==> config.mk <==
export PLATFORM = sky130hd
export DESIGN_NAME = usb_msc_bot_initiator
export DESIGN_NICKNAME = d
export VERILOG_FILES = /design/src/rtl/usb_bot_pkg.sv /design/src/rtl/usb_bot_csw_parser.sv /design/src/rtl/usb_msc_bot_initiator.sv
export SDC_FILE = /design/constraint.sdc
export NUM_CORES = 1
export LEC_CHECK = 0
export CORE_AREA = 5 5 274 249
export DETAILED_ROUTE_END_ITERATION = 8
export DIE_AREA = 0 0 279 254
export GPL_TIMING_DRIVEN = 0
export PLACE_DENSITY = 0.39
export SETUP_SLACK_MARGIN = 0.1
export SLEW_MARGIN = 20
export SYNTH_ARGS = -nofsm -noshare
export SYNTH_HDL_FRONTEND = slang
export SYNTH_SLANG_ARGS = --single-unit
==> constraint.sdc <==
create_clock -name clk -period 3.91 [get_ports clk]
set_input_delay 0.391 -clock clk [delete_from_list [all_inputs] [get_ports clk]]
set_output_delay 0.391 -clock clk [all_outputs]
set_load 0.05 [all_outputs]
==> src/rtl/usb_bot_pkg.sv <==
// Shared types and constants for the Bulk-Only-Transport initiator:
// FSM states, wrapper signatures, SCSI opcodes and the transfer-length rule.
package usb_bot_pkg;

   typedef enum logic [2:0] {
      ST_IDLE,
      ST_CBW,
      ST_DATA_OUT,
      ST_DATA_IN,
      ST_CSW,
      ST_DONE
   } bot_state_t;

   localparam logic [31:0] CBW_SIGNATURE = 32'h4342_5355;  // "USBC" little-endian
   localparam logic [31:0] CSW_SIGNATURE = 32'h5342_5355;  // "USBS" little-endian
   localparam logic [7:0]  CB_LENGTH     = 8'h0A;

   localparam int CBW_BYTES = 31;
   localparam int CSW_BYTES = 13;

   localparam logic [7:0] OP_TEST_UNIT_READY = 8'h00;
   localparam logic [7:0] OP_REQUEST_SENSE   = 8'h03;
   localparam logic [7:0] OP_INQUIRY         = 8'h12;
   localparam logic [7:0] OP_READ_CAPACITY   = 8'h25;
   localparam logic [7:0] OP_READ10          = 8'h28;
   localparam logic [7:0] OP_WRITE10         = 8'h2A;

   function automatic logic is_rw(input logic [7:0] op);
      return (op == OP_READ10) || (op == OP_WRITE10);
   endfunction

   // Unknown opcodes travel host-to-device with no payload.
   function automatic logic is_data_in(input logic [7:0] op);
      return (op == OP_REQUEST_SENSE) || (op == OP_INQUIRY) ||
             (op == OP_READ_CAPACITY) || (op == OP_READ10);
   endfunction

   function automatic logic [31:0] xfer_len(input logic [7:0]  op,
                                            input logic [15:0] len,
                                            input int unsigned block_size);
      logic [31:0] n;
      case (op)
         OP_REQUEST_SENSE:      n = 32'd18;
         OP_INQUIRY:            n = 32'd36;
         OP_READ_CAPACITY:      n = 32'd8;
         OP_READ10, OP_WRITE10: n = 32'(len) * 32'(block_size);
         default:               n = 32'd0;
      endcase
      return n;
   endfunction

endpackage

==> src/rtl/usb_bot_csw_parser.sv <==
// Collects the 13-byte Command Status Wrapper, checks signature and tag,
// and holds status/residue/error flags until the next command clears them.
module usb_bot_csw_parser
   import usb_bot_pkg::*;
(
   input  logic        clk,
   input  logic        rstn,
   input  logic        clear,
   input  logic        enable,
   input  logic        byte_valid,
   input  logic [7:0]  byte_data,
   input  logic [31:0] exp_tag,
   output logic        last,
   output logic [7:0]  status,
   output logic [31:0] residue,
   output logic        err_sig,
   output logic        err_tag
);

   logic [3:0]   count;
   logic [95:0]  head;   // first 12 bytes, byte 0 in bits [7:0]
   logic [103:0] frame;

   assign frame = {byte_data, head};
   assign last  = enable && byte_valid && (count == 4'(CSW_BYTES - 1));

   // NOTE: the header store is only 12 bytes, so it is reset with everything
   // else; an aborted wrapper can never leak stale bytes into the next one.
   always_ff @(posedge clk or negedge rstn) begin
      if (!rstn) begin
         count   <= '0;
         head    <= '0;
         status  <= '0;
         residue <= '0;
         err_sig <= 1'b0;
         err_tag <= 1'b0;
      end else if (clear) begin
         count   <= '0;
         head    <= '0;
         status  <= '0;
         residue <= '0;
         err_sig <= 1'b0;
         err_tag <= 1'b0;
      end else if (enable && byte_valid) begin
         head  <= frame[103:8];
         count <= last ? 4'd0 : count + 4'd1;
         if (last) begin
            status  <= frame[103:96];
            residue <= frame[95:64];
            err_sig <= (frame[31:0] != CSW_SIGNATURE);
            err_tag <= (frame[63:32] != exp_tag);
         end
      end
   end

endmodule

==> src/rtl/usb_msc_bot_initiator.sv <==
// Host-side Bulk-Only-Transport initiator: sends the CBW, moves the payload
// in either direction, then collects and checks the CSW.
module usb_msc_bot_initiator
   import usb_bot_pkg::*;
#(
   parameter int unsigned BLOCK_SIZE = 512,
   parameter int unsigned TIMEOUT    = 60000000,
   parameter int unsigned LUN        = 0
) (
   input  logic        clk,
   input  logic        rstn,
   input  logic        cmd_valid,
   output logic        cmd_ready,
   input  logic [7:0]  cmd_opcode,
   input  logic [31:0] cmd_lba,
   input  logic [15:0] cmd_len,
   output logic [7:0]  tx_data,
   output logic        tx_valid,
   input  logic        tx_ready,
   input  logic [7:0]  rx_data,
   input  logic        rx_valid,
   input  logic [7:0]  wdata,
   input  logic        wvalid,
   output logic        wready,
   output logic [7:0]  rdata,
   output logic        rvalid,
   output logic        done,
   output logic [7:0]  done_status,
   output logic [31:0] done_residue,
   output logic        err_sig,
   output logic        err_tag
);

   localparam logic [31:0] TMO_LAST = 32'(TIMEOUT) - 32'd1;

   bot_state_t  state, state_next;

   logic [7:0]   op_q;
   logic [31:0]  lba_q;
   logic [15:0]  len_q;
   logic [31:0]  tag_q;
   logic [31:0]  xfer_q;
   logic         dir_in_q;
   logic [4:0]   cbw_idx;
   logic [31:0]  remaining;
   logic [31:0]  idle_cnt;
   logic         timed_out;

   logic         cmd_fire;
   logic         tmo_hit;
   logic         csw_last;
   logic [7:0]   csw_status;
   logic [127:0] cb_vec;
   logic [247:0] cbw_vec;
   logic [7:0]   cbw_byte;

   assign cmd_fire = (state == ST_IDLE) && cmd_valid;
   assign tmo_hit  = (TIMEOUT != 0) && !rx_valid && (idle_cnt == TMO_LAST);

   // Command block, byte 0 in the low bits; LBA and length are big-endian.
   always_comb begin
      cb_vec       = '0;
      cb_vec[7:0]  = op_q;
      if (is_rw(op_q)) begin
         cb_vec[23:16] = lba_q[31:24];
         cb_vec[31:24] = lba_q[23:16];
         cb_vec[39:32] = lba_q[15:8];
         cb_vec[47:40] = lba_q[7:0];
         cb_vec[63:56] = len_q[15:8];
         cb_vec[71:64] = len_q[7:0];
      end else begin
         cb_vec[39:32] = xfer_q[7:0];
      end
   end

   assign cbw_vec  = {cb_vec, CB_LENGTH, 8'(LUN), (dir_in_q ? 8'h80 : 8'h00),
                      xfer_q, tag_q, CBW_SIGNATURE};
   assign cbw_byte = cbw_vec[{cbw_idx, 3'b000} +: 8];

   // NOTE: every output of this block gets a default before the case, so no
   // path through it can infer a latch.
   always_comb begin
      state_next = state;
      cmd_ready  = 1'b0;
      tx_valid   = 1'b0;
      tx_data    = 8'h00;
      wready     = 1'b0;
      done       = 1'b0;
      case (state)
         ST_IDLE: begin
            cmd_ready = 1'b1;
            if (cmd_valid) state_next = ST_CBW;
         end
         ST_CBW: begin
            tx_valid = 1'b1;
            tx_data  = cbw_byte;
            if (tx_ready && (cbw_idx == 5'(CBW_BYTES - 1))) begin
               if (xfer_q == 32'd0) state_next = ST_CSW;
               else if (dir_in_q)   state_next = ST_DATA_IN;
               else                 state_next = ST_DATA_OUT;
            end
         end
         ST_DATA_OUT: begin
            tx_valid = wvalid;
            tx_data  = wdata;
            wready   = tx_ready;
            if (wvalid && tx_ready && (remaining == 32'd1)) state_next = ST_CSW;
         end
         ST_DATA_IN: begin
            if (tmo_hit)                                   state_next = ST_DONE;
            else if (rx_valid && (remaining == 32'd1))     state_next = ST_CSW;
         end
         ST_CSW: begin
            if (csw_last || tmo_hit) state_next = ST_DONE;
         end
         ST_DONE: begin
            done       = 1'b1;
            state_next = ST_IDLE;
         end
         default: state_next = ST_IDLE;
      endcase
   end

   // NOTE: all clocked state below uses non-blocking assignments so every
   // register samples the pre-edge values of its neighbours.
   always_ff @(posedge clk or negedge rstn) begin
      if (!rstn) state <= ST_IDLE;
      else       state <= state_next;
   end

   always_ff @(posedge clk or negedge rstn) begin
      if (!rstn) begin
         op_q     <= '0;
         lba_q    <= '0;
         len_q    <= '0;
         tag_q    <= '0;
         xfer_q   <= '0;
         dir_in_q <= 1'b0;
      end else if (cmd_fire) begin
         op_q     <= cmd_opcode;
         lba_q    <= cmd_lba;
         len_q    <= cmd_len;
         tag_q    <= tag_q + 32'd1;
         xfer_q   <= xfer_len(cmd_opcode, cmd_len, BLOCK_SIZE);
         dir_in_q <= is_data_in(cmd_opcode);
      end
   end

   always_ff @(posedge clk or negedge rstn) begin
      if (!rstn) begin
         cbw_idx   <= '0;
         remaining <= '0;
      end else begin
         if (cmd_fire)                               cbw_idx <= '0;
         else if ((state == ST_CBW) && tx_ready)     cbw_idx <= cbw_idx + 5'd1;

         if (cmd_fire)
            remaining <= xfer_len(cmd_opcode, cmd_len, BLOCK_SIZE);
         else if (((state == ST_DATA_OUT) && wvalid && tx_ready) ||
                  ((state == ST_DATA_IN) && rx_valid))
            remaining <= remaining - 32'd1;
      end
   end

   // Inactivity watchdog for the device-to-host phases.
   always_ff @(posedge clk or negedge rstn) begin
      if (!rstn) begin
         idle_cnt  <= '0;
         timed_out <= 1'b0;
      end else begin
         if ((state_next != state) || rx_valid)
            idle_cnt <= '0;
         else if ((state == ST_DATA_IN) || (state == ST_CSW))
            idle_cnt <= idle_cnt + 32'd1;

         if (cmd_fire)
            timed_out <= 1'b0;
         else if (tmo_hit && ((state == ST_DATA_IN) || (state == ST_CSW)))
            timed_out <= 1'b1;
      end
   end

   always_ff @(posedge clk or negedge rstn) begin
      if (!rstn) begin
         rvalid <= 1'b0;
         rdata  <= '0;
      end else begin
         rvalid <= (state == ST_DATA_IN) && rx_valid;
         if ((state == ST_DATA_IN) && rx_valid) rdata <= rx_data;
      end
   end

   usb_bot_csw_parser u_csw (
      .clk        (clk),
      .rstn       (rstn),
      .clear      (cmd_fire),
      .enable     (state == ST_CSW),
      .byte_valid (rx_valid),
      .byte_data  (rx_data),
      .exp_tag    (tag_q),
      .last       (csw_last),
      .status     (csw_status),
      .residue    (done_residue),
      .err_sig    (err_sig),
      .err_tag    (err_tag)
   );

   assign done_status = (timed_out || err_sig || err_tag) ? 8'hFF : csw_status;

endmodule

==> results.toml <==
[synthesis]
synth-seq-area-share_pct = 51.8
ys.flop_type = "dfrtp_1"
synth_area_per_cell_um2 = 9.09
synth_xor_area_share_pct = 6.44
yosysTopAreaCellShare_pct = 51.8
synth_top_family_by_area = "simple AND/OR/NAND/NOR gates"
async_reset_ff_share_pct = 100
muxShareOfSynthArea_pct = 3.35
synth_simple_gate_area_share_pct = 25.0
synth_compound_area_share_pct = 9.59
synthCells = 1765
syn_nets = 1854
yosysWarnings = 0
synth_edf_count = 0
synthTopCellsByArea = "dfrtp_1 52%, nand2_1 12%, a21oi_1 4.4%"
synth.distinct_cells = 66
synth-adder-area-share_pct = 0.858
synth.largest_area_cell = "dfrtp_1"
synth_seq_cells = 332
netlist_area_um2 = 16000

[pwr]
pwr-share-clk_pct = 33.4
leakagePower_nw = 8.99
switching_power_w = 0.00414
power_density_nw_per_um2 = 565
internal_power_w = 0.00718
p_comb_share_pct = 28.9
vdd_drop_max_mv = 0.287
p_seq_share_pct = 37.7
p_sw_share_pct = 36.6

[final_layout]
layout.cells.most_common_list = "531 x nand2_1, 332 x dfrtp_1, 140 x a21oi_1"
area_delta_synth_final_pct = 24.8
final_common_cell = "nand2_1"
final_area_um2 = 20000
fillers = 6864
drive_above_1_share_pct = 7.36
antenna_cells = 0
fin_nets = 2042

[detailed_routing]
totalWireLength_um = 56000
first_iter_violations = 886
vias_per_cell = 4.75
wl_per_cell_um = 19.7
drc_errors = 0
ant_nets = 0
first_pass_iters = 5
route.vias.total = 13500

[setup_path]
crit_arrival_ns = 3.32
cp_slowest_cell = "buf_2"
cpPeakStageDelay_ns = 0.45
path_cells = "clkbuf_2 -> buf_2 -> mux4_2 -> a211oi_1 -> nor3_1 -> a221o_1 -> dlygate4sd2_1"
crit_buf_inv = 3
crit_family = "buffers and inverters"
path_class = "reg2out"
crit_path_end_kind = "output pin"
crit_required_ns = 3.52
cp_max_fo = 10
critPathLaunchType = "register"

[die]
core_um2 = 65000
die_x_um = 279
dieArea_um2 = 70900
start_util_pct = 24.7
rows = 89
ios = 141
die_h_um = 254

[status]
outcome = "finished, final reports clean"

[worst_hold_path]
min_path_type = "in2async"

[global_routing]
grt_pass1_vias = 13900
antenna_found_initial = 0
grt-ovfl-total = 0
gr-usage-all-layers_pct = 15.5
grt_pass1_wl_um = 86100
grt_start_max_net_pins = 90

[place]
dpl_cell_area_um2 = 18600
portBuffers = 140
post-place-ws_ns = -0.518
hpwl_um = 41300
place_congestion = 0.829

[clock_tree]
clkSlewWorstSetupHoldPaths_ns = 0.07
numCtsBuffers = 41
cts.sinks = 332
clk_latency_ns = 0.57
cts-root-buf = "clkbuf_16"
cts_htree_levels = 2
post_cts_buffers = 0
cts_tree = "done"
clockBufferDepth = 3

[sta]
setup_ws_ns = 0.199
hold_viol = 0
skew_ns = 0.0286
fin_tns_setup_ns = 0
worstMarginPinSlew_ns = 1.13
fin_crit_ns = 3.71
finalCritPeriodShare_pct = 94.9
setup_viol = 0
fmax_ghz = 0.269
slew_viol_final = 0
relSlewSlack_pct = 23.9
hold_slack_ns = 0.229
rsz0062_at_grt = "no"

[flow_run]
drv_cap = 0
## per-stage QoR
| stage | util (%) | total power [W] | std cells |
|---|---|---|---|
| final | 30.8 | 0.0113 | 2847 |
| after global routing | 30.8 | 0.0120 | 2847 |
| after CTS | 30.8 | 0.0115 | 2847 |
| after detailed placement | 28.7 | 0.00761 | 2773 |
| after global placement | 28.5 | 0.00760 | 2769 |
| after floorplan | - | 0.00626 | 1765 |
## timing repair
action / 4_1_cts / 5_1_grt
resized for setup: 36 / 19
endpoints found under the hold margin: 86 / 0
hold buffers: 1 / 0
setup endpoints to repair: 10 / 30
## power groups by stage
stage               logic (W)  clock network, W  registers (W)
floorplan             0.00193                 0        0.00433
global placement      0.00327                 0        0.00433
detailed placement    0.00328                 0        0.00432
CTS                   0.00330           0.00393        0.00427
global route          0.00360           0.00405        0.00433
finish                0.00327           0.00379        0.00427
## Yosys cell counts (all sizes together) (5+ instances only)
| library cell | number |
|---|---|
| mux4 | 11 |
| and2 | 8 |
| buf | 19 |
| a221oi | 9 |
| a31oi | 9 |
| nand3 | 63 |
| or3 | 13 |
| clkbuf | 85 |
| inv | 18 |
| a21oi | 140 |
| o21ai | 32 |
| a22o | 21 |
| and4 | 10 |
| ha | 11 |
| o211ai | 8 |
| nor3 | 30 |
| nor4b | 8 |
| nand2b | 14 |
| nor3b | 13 |
| nor4 | 31 |
| nor2b | 5 |
| xor2 | 74 |
| mux2i | 12 |
| nand4 | 20 |
| xnor2 | 44 |
| nand2 | 531 |
| or4 | 7 |
| and3 | 16 |
| nor2 | 101 |
| dfrtp | 332 |
| mux2 | 15 |
## sequential cells by signal, indices dropped and copies added (netlist names)
signal and count:
cbw_idx 5, dir_in_q 1, idle_cnt 32, lba_q 32, len_q 16, op_q 8
rdata 8, remaining 32, rvalid 1, state 3, tag_q 32, timed_out 1
u_csw.count 4, u_csw.err_sig 1, u_csw.err_tag 1, u_csw.head 96, u_csw.residue 32, u_csw.status 8
xfer_q 19
## final timing paths
| kind | from | to | slack (ns) | cells after the start |
|---|---|---|---|---|
| hold / removal | rstn | lba_q[14] | 0.23 | 2 |
| min in group clk | cmd_lba[6] | lba_q[6] | 0.36 | 3 |
| setup / recovery | cbw_idx[1] | tx_data[1] | 0.20 | 7 |
| hold reg to reg | len_q[15] | len_q[15] | 0.48 | 2 |
| max in group asynchronous | rstn | u_csw.residue[13] | 2.52 | 4 |
| setup reg to reg | state[0] | remaining[9] | 0.42 | 8 |
## cell families after synthesis
group	after synthesis
flops	332
buf+inv	124
mux	38
compound gates	255
simple gates	887
xor+xnor	118
fa+ha+maj	11
## area by class of cell
class	count	area, um^2	share of cell area (%)
clock buffer	56	1160	5.80
multi-input combinational	1309	7290	36.4
clock inverter	17	168	0.837
sequential	332	8310	41.5
inverter	20	77.6	0.387
buffer	104	424	2.12
tap	864	1080	5.40
timing repair buffer	145	1520	7.56
## routing by layer
layer	up-vias	GRT usage (%)	routed length (um)
met5	-	0	0
met4	0	3.43	1010
met3	70	2.72	2600
met2	285	25.2	26100
met1	6775	21.9	26300
li1	6399	-	-
Note: power is estimated with default switching activity, not from simulation.
==> RTL edit (same settings) <==
Reset style: synchronous (`rstn`), changed in 6 clocked blocks.
--- a/src/rtl/usb_bot_csw_parser.sv
+++ b/src/rtl/usb_bot_csw_parser.sv
@@ -26,7 +26,7 @@
 
    // NOTE: the header store is only 12 bytes, so it is reset with everything
    // else; an aborted wrapper can never leak stale bytes into the next one.
-   always_ff @(posedge clk or negedge rstn) begin
+   always_ff @(posedge clk) begin
       if (!rstn) begin
          count   <= '0;
          head    <= '0;
--- a/src/rtl/usb_msc_bot_initiator.sv
+++ b/src/rtl/usb_msc_bot_initiator.sv
@@ -123,12 +123,12 @@
 
    // NOTE: all clocked state below uses non-blocking assignments so every
    // register samples the pre-edge values of its neighbours.
-   always_ff @(posedge clk or negedge rstn) begin
+   always_ff @(posedge clk) begin
       if (!rstn) state <= ST_IDLE;
       else       state <= state_next;
    end
 
-   always_ff @(posedge clk or negedge rstn) begin
+   always_ff @(posedge clk) begin
       if (!rstn) begin
          op_q     <= '0;
          lba_q    <= '0;
@@ -146,7 +146,7 @@
       end
    end
 
-   always_ff @(posedge clk or negedge rstn) begin
+   always_ff @(posedge clk) begin
       if (!rstn) begin
          cbw_idx   <= '0;
          remaining <= '0;
@@ -163,7 +163,7 @@
    end
 
    // Inactivity watchdog for the device-to-host phases.
-   always_ff @(posedge clk or negedge rstn) begin
+   always_ff @(posedge clk) begin
       if (!rstn) begin
          idle_cnt  <= '0;
          timed_out <= 1'b0;
@@ -180,7 +180,7 @@
       end
    end
 
-   always_ff @(posedge clk or negedge rstn) begin
+   always_ff @(posedge clk) begin
       if (!rstn) begin
          rvalid <= 1'b0;
          rdata  <= '0;
Function: differs if rstn is asserted again (counterexample within 4 cycles, from zero or initial values and one cycle with rstn low); with rstn held inactive, the same outputs for 10 cycles.
==> RTL edit against the original RTL <==
- register-to-register slack improved by 270 ps
- sequential cell count did not move
- global-route usage fell by 0.81 points
- final area fell by 7.6%
- highest routed layer unchanged
- worst setup slack got worse by 22 ps
- area after synthesis fell by 8.1%
- critical path type unchanged
- via count rose by 1.0%
- routed wire length fell by 3.8%
Power is not compared: it rests on default switching activity, and its combinational part moved more than twofold at a synthesized area within 25%.
==> RTL edit: results (changes against the original RTL) <==
Outcome
  • Result of the run: finished clean

Clock network
  • Total number of H-tree levels: 2 (unchanged)
  • Cell at the root of the clock tree: sky130_fd_sc_hd__clkbuf_16
  • Clock-pin slew on the worst setup and hold paths: 60 ps
  • Skew-Pair Late Insertion Delay: 580 ps
  • CTS buffer count: 41 (unchanged)
  • Maximum clock insertion buffer count: 3 (unchanged)

Pwr
  • Reported leakage power: 6.103 nW
  • Internal portion of total power: 5.770 mW
  • Largest voltage drop on the vdd net: 284.5 uV

Critical path
  • Largest driver fanout on the critical path: 10 (unchanged)
  • Data arrival, critical path: 3340 ps (+20 ps)

Placed design
  • Buffers added on ports: 137 (-2.1%)
  • Weighted congestion at the end of routability-driven global placement: 0.8344 (+0.64%)
  • Setup slack at placement: -870.1 ps (-352.2 ps)
  • Estimated wirelength of the detail-placed design: 40.17 mm (-2.7%)

Finish
  • Layout filler cell count: 7099 (+3.4%)
  • Layout net count: 2143 (+4.9%)
  • Top reg by flops: u_csw.head
  • Flip-flop count of the largest register after layout: 96 (unchanged)
  • Fraction of final layout cells with drive strength greater than 1: 0.06913 (-0.004495)

Yosys
  • Post-Synth Adder-Cell Area: 0.009335 (+0.0007577)
  • Sequential cell area fraction in the yosys report: 0.4508 (-0.06696)
  • Post-synthesis compound-gate area fraction: 0.1471 (+0.05116)
  • Post-synth net total: 1962 (+5.8%)
  • Number of distinct library cells after synthesis: 68 (+3.0%)
  • Proportion of register bits with asynchronous set or reset after synthesis: 0 (-1.000)
  • Warning count from the yosys run: 0 (unchanged)
  • Synth top cells by count: sky130_fd_sc_hd__nand2_1 (516), sky130_fd_sc_hd__dfxtp_1 (332), sky130_fd_sc_hd__a21oi_1 (277)
  • Main area contributors after synthesis: sky130_fd_sc_hd__dfxtp_1 (45%), sky130_fd_sc_hd__nand2_1 (13%), sky130_fd_sc_hd__a21oi_1 (9.4%)
  • Parity-gate share of the synthesized area counting xor and xnor cells: 0.06118 (-0.003221)
  • Most used DFF post-synth: sky130_fd_sc_hd__dfxtp_1
  • Proportion of synthesized area in mux cells: 0.02665 (-0.006804)

Route
  • Final wirelength: 53.86 mm (-3.8%)
  • Initial DRC Count: 1052 (+19%)
  • Number of iterations in the first detailed-routing pass: 5 (unchanged)
  • Via-per-instance ratio: 4.636 (-2.4%)

Global route
  • GRT Total Usage: 0.1472 (-0.008132)
  • Number of global-route vias before repair: 13370 (-3.6%)
  • Largest net degree at the start of global routing: 14 (-84%)
  • Global-route wire length before repair: 81.43 mm (-5.4%)
  • Antenna violations before repair: 0 (unchanged)

Min path
  • Min-delay worst type: in -> reg

STA
  • Max-slew headroom: 0.2721 (+0.03290)
  • Skew final: 28.77 ps (+0.1702 ps)
[RTL edit: power by group through the flow]
stage	Clock (mW)	Sequential, mW	Combinational [mW]
final	3.62	3.50	0.628
after global placement	0	3.57	0.628
after CTS	3.76	3.50	0.630
after detailed placement	0	3.57	0.626
after floorplan	0	3.55	0.361
after global routing	3.88	3.51	0.682
[RTL edit: cell type report]
class                   count  area (sq um)  share of cell area
well taps                 864          1081             0.05842
flip-flops and latches    332          6646              0.3592
inverters                  16         60.06            0.003245
diodes                      1         2.502           0.0001352
plain buffers             115         478.0             0.02583
repair buffers            138          1374             0.07424
clock buffers              66          1201             0.06491
multi-input cells        1410          7606              0.4110
clock inverters             6         56.30            0.003043
[RTL edit: per-layer routing]
metal | vias up | routed length, um | track usage
met1 | 6519 | 25970 | 0.2056
met2 | 315 | 24000 | 0.2315
li1 | 6746 | - | -
met5 | - | 0 | 0
met4 | 0 | 1326 | 0.04633
met3 | 88 | 2563 | 0.02728
[RTL edit: critical path: stages (launching register included)]
cell and delay [ps]:
sky130_fd_sc_hd__dfxtp_1 410, sky130_fd_sc_hd__clkbuf_2 300, sky130_fd_sc_hd__clkbuf_4 330, sky130_fd_sc_hd__buf_4 290, sky130_fd_sc_hd__mux2i_1 120, sky130_fd_sc_hd__o21ai_1 280, sky130_fd_sc_hd__a31oi_1 150, sky130_fd_sc_hd__o31ai_1 440
sky130_fd_sc_hd__clkdlybuf4s18_2 440
[RTL edit: timing repair]
item / 4_1_cts / 5_1_grt
setup endpoints to repair: 8 / 6
gates resized for setup: 38 / 9
buffers inserted: 0 / 1
cloned: 0 / 0
pin swaps: 0 / 1
[RTL edit: final timing paths]
path | from | to | slack (ps) | cells after the start
min | rstn | state[2] | 310 | 3
min reg2reg | u_csw.head[12] | u_csw.head[4] | 450 | 2
max | cbw_idx[1] | tx_data[4] | 180 | 8
max reg2reg | state[0] | remaining[16] | 690 | 8
[RTL edit: metrics by stage]
| step | util | cells | area (sq um) | hold WS (ps) |
|---|---|---|---|---|
| 3_3_place_gp | 0.2644 | 2874 | 17200 | 438.2 |
| 4_1_cts | 0.2844 | 2946 | 18500 | 293.7 |
| 5_1_grt | 0.2845 | 2947 | 18500 | 353.2 |
| 6_report | 0.2846 | 2948 | 18510 | 309.1 |
| 3_5_place_dp | 0.2644 | 2874 | 17200 | 445.4 |
| 2_1_floorplan | - | 1873 | 14740 | 431.1 |
[RTL edit: cells by family after synthesis]
| group | after synthesis |
|---|---|
| simple gates | 882 |
| compound gates | 389 |
| flops | 332 |
| buf+inv | 131 |
| xor+xnor | 103 |
| mux | 25 |
| fa+ha+maj | 11 |
